### src/rtl/imem_fetch_ctrl_pkg.sv
// Shared definitions for the instruction fetch controller: XLEN, bubble instruction and FSM encoding.
// The FAULT state only exists when IMEM_FETCH_FAULT_EN is defined.
package imem_fetch_ctrl_pkg;

    localparam int          XLEN            = 32;
    localparam logic [31:0] NOP_INS_DEFAULT = 32'h0000_0013;

    typedef enum logic [1:0] {
        ST_BOOT  = 2'd0,
        ST_RUN   = 2'd1,
        ST_HALT  = 2'd2
`ifdef IMEM_FETCH_FAULT_EN
        ,ST_FAULT = 2'd3
`endif
    } fetch_state_t;

endpackage

### src/rtl/imem_fetch_ctrl_if_id_reg.sv
// IF/ID pipeline register: captures pc/ins/valid, holds on stall, flushes to a NOP bubble.
// Flush has priority over hold so a redirect can squash a stalled entry.
module if_id_reg
    import imem_fetch_ctrl_pkg::*;
#(
    parameter logic [XLEN-1:0] NOP_INS = NOP_INS_DEFAULT
) (
    input  logic            clk,
    input  logic            rst,
    input  logic            hold,
    input  logic            flush,
    input  logic [XLEN-1:0] load_pc,
    input  logic [XLEN-1:0] load_ins,
    output logic [XLEN-1:0] if_pc,
    output logic [XLEN-1:0] if_ins,
    output logic            if_valid
);

    always_ff @(posedge clk or posedge rst) begin
        if (rst) begin
            if_pc    <= '0;
            if_ins   <= NOP_INS;
            if_valid <= 1'b0;
        end else if (flush) begin
            if_pc    <= load_pc;
            if_ins   <= NOP_INS;
            if_valid <= 1'b0;
        end else if (!hold) begin
            if_pc    <= load_pc;
            if_ins   <= load_ins;
            if_valid <= 1'b1;
        end
    end

endmodule

### src/rtl/imem_fetch_ctrl.sv
// Fetch-stage sequencer: PC register, BOOT/RUN/HALT FSM, issue counter and IF/ID capture.
// Define IMEM_FETCH_FAULT_EN to enable the misaligned/out-of-range fetch fault and sticky FAULT state.
module imem_fetch_ctrl
    import imem_fetch_ctrl_pkg::*;
#(
    parameter logic [XLEN-1:0] RESET_PC = 32'h0000_0000,
    parameter int              IMEM_ROW = 256,
    parameter logic [XLEN-1:0] NOP_INS  = NOP_INS_DEFAULT
) (
    input  logic            clk,
    input  logic            rst,
    output logic [XLEN-1:0] imem_pc,
    input  logic [XLEN-1:0] imem_ins,
    input  logic            stall,
    input  logic            redirect,
    input  logic [XLEN-1:0] redirect_pc,
    input  logic            halt_req,
    output logic [XLEN-1:0] if_pc,
    output logic [XLEN-1:0] if_ins,
    output logic            if_valid,
    output logic [XLEN-1:0] fetch_cnt,
    output logic            fault,
    output logic [XLEN-1:0] fault_pc
);

    fetch_state_t    state_q, state_d;
    logic [XLEN-1:0] pc_q, pc_d;
    logic [XLEN-1:0] cnt_d;
    logic [XLEN-1:0] id_pc;
    logic            id_hold, id_flush;
`ifdef IMEM_FETCH_FAULT_EN
    logic            bad_pc;
    logic            fault_set;

    assign bad_pc = (pc_q[1:0] != 2'b00) || (pc_q[31:2] >= 30'(IMEM_ROW));
`endif

    assign imem_pc = pc_q;

    always_ff @(posedge clk or posedge rst) begin
        if (rst) begin
            state_q   <= ST_BOOT;
            pc_q      <= RESET_PC;
            fetch_cnt <= '0;
        end else begin
            state_q   <= state_d;
            pc_q      <= pc_d;
            fetch_cnt <= cnt_d;
        end
    end

    // Priority inside RUN: redirect > stall > (fault check) > halt_req > issue.
    always_comb begin
        state_d  = state_q;
        pc_d     = pc_q;
        cnt_d    = fetch_cnt;
        id_hold  = 1'b1;
        id_flush = 1'b0;
        id_pc    = pc_q;
`ifdef IMEM_FETCH_FAULT_EN
        fault_set = 1'b0;
`endif
        case (state_q)
            ST_BOOT: begin
                state_d = ST_RUN;
                if (redirect) begin
                    pc_d = redirect_pc;
                end
            end
            ST_RUN: begin
                if (redirect) begin
                    pc_d     = redirect_pc;
                    id_flush = 1'b1;
                    id_pc    = redirect_pc;
                end else if (stall) begin
                    if (halt_req) begin
                        state_d = ST_HALT;
                    end
`ifdef IMEM_FETCH_FAULT_EN
                end else if (bad_pc) begin
                    id_flush  = 1'b1;
                    fault_set = 1'b1;
                    state_d   = ST_FAULT;
`endif
                end else if (halt_req) begin
                    id_flush = 1'b1;
                    state_d  = ST_HALT;
                end else begin
                    id_hold = 1'b0;
                    pc_d    = pc_q + 32'd4;
                    cnt_d   = fetch_cnt + 32'd1;
                end
            end
            ST_HALT: begin
                if (redirect) begin
                    pc_d     = redirect_pc;
                    id_flush = 1'b1;
                    id_pc    = redirect_pc;
                end else if (!stall) begin
                    id_flush = 1'b1;
                end
                if (!halt_req) begin
                    state_d = ST_RUN;
                end
            end
            default: begin
            end
        endcase
    end

`ifdef IMEM_FETCH_FAULT_EN
    // Fault flag and address are sticky until reset.
    always_ff @(posedge clk or posedge rst) begin
        if (rst) begin
            fault    <= 1'b0;
            fault_pc <= '0;
        end else if (fault_set) begin
            fault    <= 1'b1;
            fault_pc <= pc_q;
        end
    end
`else
    assign fault    = 1'b0;
    assign fault_pc = '0;
`endif

    if_id_reg #(
        .NOP_INS (NOP_INS)
    ) u_if_id_reg (
        .clk      (clk),
        .rst      (rst),
        .hold     (id_hold),
        .flush    (id_flush),
        .load_pc  (id_pc),
        .load_ins (imem_ins),
        .if_pc    (if_pc),
        .if_ins   (if_ins),
        .if_valid (if_valid)
    );

endmodule
### config.mk
export PLATFORM = sky130hd
export DESIGN_NAME = imem_fetch_ctrl
export DESIGN_NICKNAME = d
export VERILOG_FILES = /design/src/rtl/imem_fetch_ctrl_pkg.sv /design/src/rtl/imem_fetch_ctrl_if_id_reg.sv /design/src/rtl/imem_fetch_ctrl.sv
export SDC_FILE = /design/constraint.sdc
export NUM_CORES = 1
export LEC_CHECK = 0
export CAP_MARGIN = 5
export CORE_ASPECT_RATIO = 0.5
export CORE_UTILIZATION = 32
export CTS_CLUSTER_DIAMETER = 120
export DETAILED_ROUTE_END_ITERATION = 8
export MAX_ROUTING_LAYER = met4
export RECOVER_POWER = 100
export SETUP_SLACK_MARGIN = 0.02
export SYNTH_ARGS = -nofsm -noshare
export SYNTH_HDL_FRONTEND = slang
export SYNTH_HIERARCHICAL = 1
export SYNTH_SLANG_ARGS = --single-unit
### constraint.sdc
create_clock -name clk -period 4 [get_ports clk]
set_input_delay 0.4 -clock clk [delete_from_list [all_inputs] [get_ports clk]]
set_output_delay 0.4 -clock clk [all_outputs]
set_load 0.005 [all_outputs]
==> impl_metrics.csv <==
group,metric,value,unit
critical_path,worstSetupEndpointType,"flop",
logic_synthesis,synth-seq-area-share,0.453,
timing,achievable-frequency,328,MHz
logic_synthesis,synthArstFlopShare,1.00,
logic_synthesis,count_of_flip_flops_with_a_built_in_enable_after_synthesis,0,
layout,areaGrowthSynthToFinish,34.3,%
critical_path,timing.critical_path.from,"redirect",
clock_tree,cts.htree.levels,4,
global_routing,global_route.usage.met1,0.239,
place,io_buffers,197,
pwr,power_report.internal_total,0.00388,W
clock_tree,root_buffer,"clkbuf_16",
layout,insertedDiodeCount,0,
floorplan,starting_density_of_the_core,0.330,
critical_path,regToRegEndpoint,"u_if_id_reg/if_ins[20]$_DFFE_PP0P_",
critical_path,path_buf_inv,5,
timing,rsz0062_at_grt,"no",
pwr,power_leakage,4.38,nW
place,placed_instance_area,9340,sq um
timing,finalHoldViolCount,0,
clock_tree,clkSlewWorstSetupHoldPaths,0.05,ns
run,drv.max_cap_violation_count,1,
place,place_congestion,0.836,
floorplan,fp.dieArea,23300,sq um
timing,finalMaxSlewViolations,49,
critical_path,reg2reg_setup_slack,1.17,ns
clock_tree,tritoncts,"yes",
critical_path,worst_path_required,4.29,ns
timing,worst_slew_margin_rel,-0.310,
critical_path,critical_path_peak_fanout,37,
critical_path,critical-path-slowest-cell,"clkbuf_2",
pwr,power_frac_clock,0.239,
critical_path,reg2reg_depth,8,
logic_synthesis,postSynth.topFlopCell,"dfrtp_1",
logic_synthesis,synthCells,688,
layout,fin_area,9720,sq um
run_status,run_status,"finished, violations left",
floorplan,floorplan.rows,38,
critical_path,cpLargestDelayFamily,"buffers and inverters",
routing,detail_route.vias_per_cell,5.02,
timing,final.period_utilization,0.763,
routing,vias,5949,
critical_path,timing.critical_path.slowest_cell_delay,0.63,ns
layout,design.final.nets,947,
logic_synthesis,synth.distinct_cells,64,
logic_synthesis,yosysWarningCount,6,
timing,post_route_worst_setup_slack,0.948,ns
clock_tree,cts-hold-fix-buffers,0,
pwr,power.density,626,nW/um^2
floorplan,floorplan.io_pins,231,
routing,detail-route-antenna-nets,0,
timing,setup_tns,0,ns
timing,number_of_setup_violations_in_the_final_report,0,
pwr,seq_power_share,0.357,
clock_tree,numClockSinks,131,
logic_synthesis,synth_top_area_share,0.442,
place,place.detailed.hpwl,14.5,mm
global_routing,met2_usage,0.292,
layout,final_layout_size_suffix_gt1_frac,0.0882,
logic_synthesis,syn_area_per_cell,10.5,sq um
clock_tree,clk_latency,0.42,ns
routing,post-route-drc-count,0,
routing,drt-total-wl,20.4,mm
clock_tree,cts_buffer_depth,2,
logic_synthesis,synthesis.area,7240,sq um
global_routing,met3_resource_use_gr,0.0436,
critical_path,criticalPathCategory,"primary input to flop",
pwr,p_sw,0.00220,W
clock_tree,postCtsResizedCells,0,
global_routing,via_count_of_the_first_global_routing_pass,5928,
layout,final-seq-area,3280,sq um
pwr,vdd_ir_drop_max,0.000301,V
place,pre_cts_slack,1.27,ns
layout,multi_input_comb_area,3410,sq um
critical_path,cp_common_cell,"clkbuf_1",
global_routing,wire_length_of_the_first_global_routing_pass,33.2,mm
floorplan,fp.dieH,108,um
global_routing,grt_max_degree,49,
global_routing,grt_use_total,0.187,
critical_path,cp_cell_sequence,"dlygate4sd3_1, clkbuf_1, nor4b_1, clkbuf_1, inv_1, clkbuf_2, mux2i_1, nor2_1",
run_status,violations_in_the_final_reports,"max-capacitance violations, max-slew violations",
critical_path,timing.critical_path.to,"u_if_id_reg/if_ins[20]$_DFFE_PP0P_",
timing,worstMarginPinSlew,1.97,ns
critical_path,regToRegStartpoint,"state_q[1]$_DFFE_PP0P_",
timing,final_period_minus_worst_setup_slack,3.05,ns
min_path,min_path_type,"flop to flop",
global_routing,globalRoute.totalOverflow,0,
layout,fillCellCount,2098,
routing,drt_pass1_iterations,4,
logic_synthesis,post_synth_main_area_contributors,"dfrtp_1, mux2_4, mux2_2",
clock_tree,tritoncts.num_buffers,17,
pwr,p_comb_frac,0.403,
routing,wl_per_cell,17.3,um
clock_tree,cts_setup_buffers,0,
global_routing,grt_most_used_layer,"met2",
routing,detail_route.iter0.violations,297,
timing,worst_clock_skew,0.0105,ns
floorplan,core_region_area,21900,sq um
floorplan,floorplan.die.width,215,um
global_routing,initial_antenna_violation_count,0,
pwr,power.switching_fraction,0.362,
critical_path,timing.critical_path.arrival,3.34,ns
logic_synthesis,yosys.area.top_type,"dfrtp_1",
critical_path,critical_path.startpoint_type,"primary input",
critical_path,critical_path_depth,8,
logic_synthesis,synth-seq-cells,131,
[registers in the layout, indices dropped and copies added (netlist names)]
name and cells:
u_if_id_reg/if_pc 32, u_if_id_reg/if_ins 32, fetch_cnt 32, imem_pc 32, state_q 2, u_if_id_reg/if_valid 1
[synth_stat cells (4+ instances only)]
cell	n
o311ai_0	6
nand2_1	36
o211ai_1	8
a211o_1	4
buf_6	7
a21oi_1	22
ha_1	6
and4_1	11
mux2i_1	32
nor4_1	11
o21ai_0	12
and3_1	22
nor2b_1	6
mux2_2	34
a22oi_1	5
dfrtp_1	128
clkbuf_1	28
or3_1	4
xnor2_1	26
nand4_1	25
nor2_1	49
mux2_4	30
nor3_1	18
buf_4	36
xor2_1	5
inv_1	18
nand3_1	38
[area by class of cell]
class                   instances  share of cell area
repair buffers                210               0.211
well taps                     300              0.0386
flip-flops and latches        131               0.338
inverters                      18             0.00695
clock inverters                10             0.00888
clock buffers                  21              0.0463
multi-input cells             494               0.350
[power by group through the flow]
stage               logic [W]  clock network (W)  registers (W)
floorplan             0.00164                  0        0.00213
global placement      0.00283                  0        0.00221
detailed placement    0.00287                  0        0.00221
CTS                   0.00289            0.00150        0.00220
global route          0.00269            0.00155        0.00225
finish                0.00246            0.00146        0.00217
[how the worst min path moves through the flow]
stage          cells after the start                        end                 startpoint
2_1_floorplan                      1  fetch_cnt[31]$_DFFE_PP0P_  fetch_cnt[31]$_DFFE_PP0P_
3_3_place_gp                       1  fetch_cnt[31]$_DFFE_PP0P_  fetch_cnt[31]$_DFFE_PP0P_
3_5_place_dp                       1  fetch_cnt[31]$_DFFE_PP0P_  fetch_cnt[31]$_DFFE_PP0P_
4_1_cts                            1  fetch_cnt[31]$_DFFE_PP0P_  fetch_cnt[31]$_DFFE_PP0P_
5_1_grt                            1  fetch_cnt[31]$_DFFE_PP0P_  fetch_cnt[31]$_DFFE_PP0P_
6_report                           1  fetch_cnt[31]$_DFFE_PP0P_  fetch_cnt[31]$_DFFE_PP0P_
[stage by stage]
| step | power (W) | std cells | util | hold WS [ns] |
|---|---|---|---|---|
| after floorplan | 0.00378 | 720 | - | 0.468 |
| after global placement | 0.00504 | 1153 | 0.426 | 0.461 |
| after CTS | 0.00659 | 1184 | 0.450 | 0.472 |
| after detailed placement | 0.00508 | 1153 | 0.426 | 0.461 |
| final | 0.00609 | 1184 | 0.444 | 0.460 |
| after global routing | 0.00649 | 1184 | 0.444 | 0.492 |
[cells by family after synthesis]
kind of cell,share of synthesized area
AOI/OAI and AO/OA,0.0812
xor gates and xnor gates,0.0375
adders and majority gates,0.0104
buffers and inverters,0.0757
DFF,0.453
muxes,0.159
other,0.000518
and+or+nand+nor,0.182
[layer usage]
layer  wire length (um)  vias to the layer above
met5                  0                        -
met4                327                        0
met3                998                       24
met2               9730                      166
met1               9380                     2953
li1                   -                     2806
[cell usage in the layout, fill, tap and decap left out, types with 8 or more instances in the layout]
cell type,instances
clkdlybuf4s50_1,66
and4_1,11
xnor2_1,26
dfrtp_1,128
conb_1,33
nor4_1,11
and3_1,22
nand2_1,36
o211ai_1,8
mux2i_1,32
inv_1,18
nor3_1,18
mux2_2,34
mux2_1,29
o21ai_0,13
nand4_1,25
nand3_1,38
dlygate4sd3_1,131
nor2_1,49
clkbuf_16,17
a21oi_1,22
clkbuf_1,9
Power figures use the tool's default switching activity.
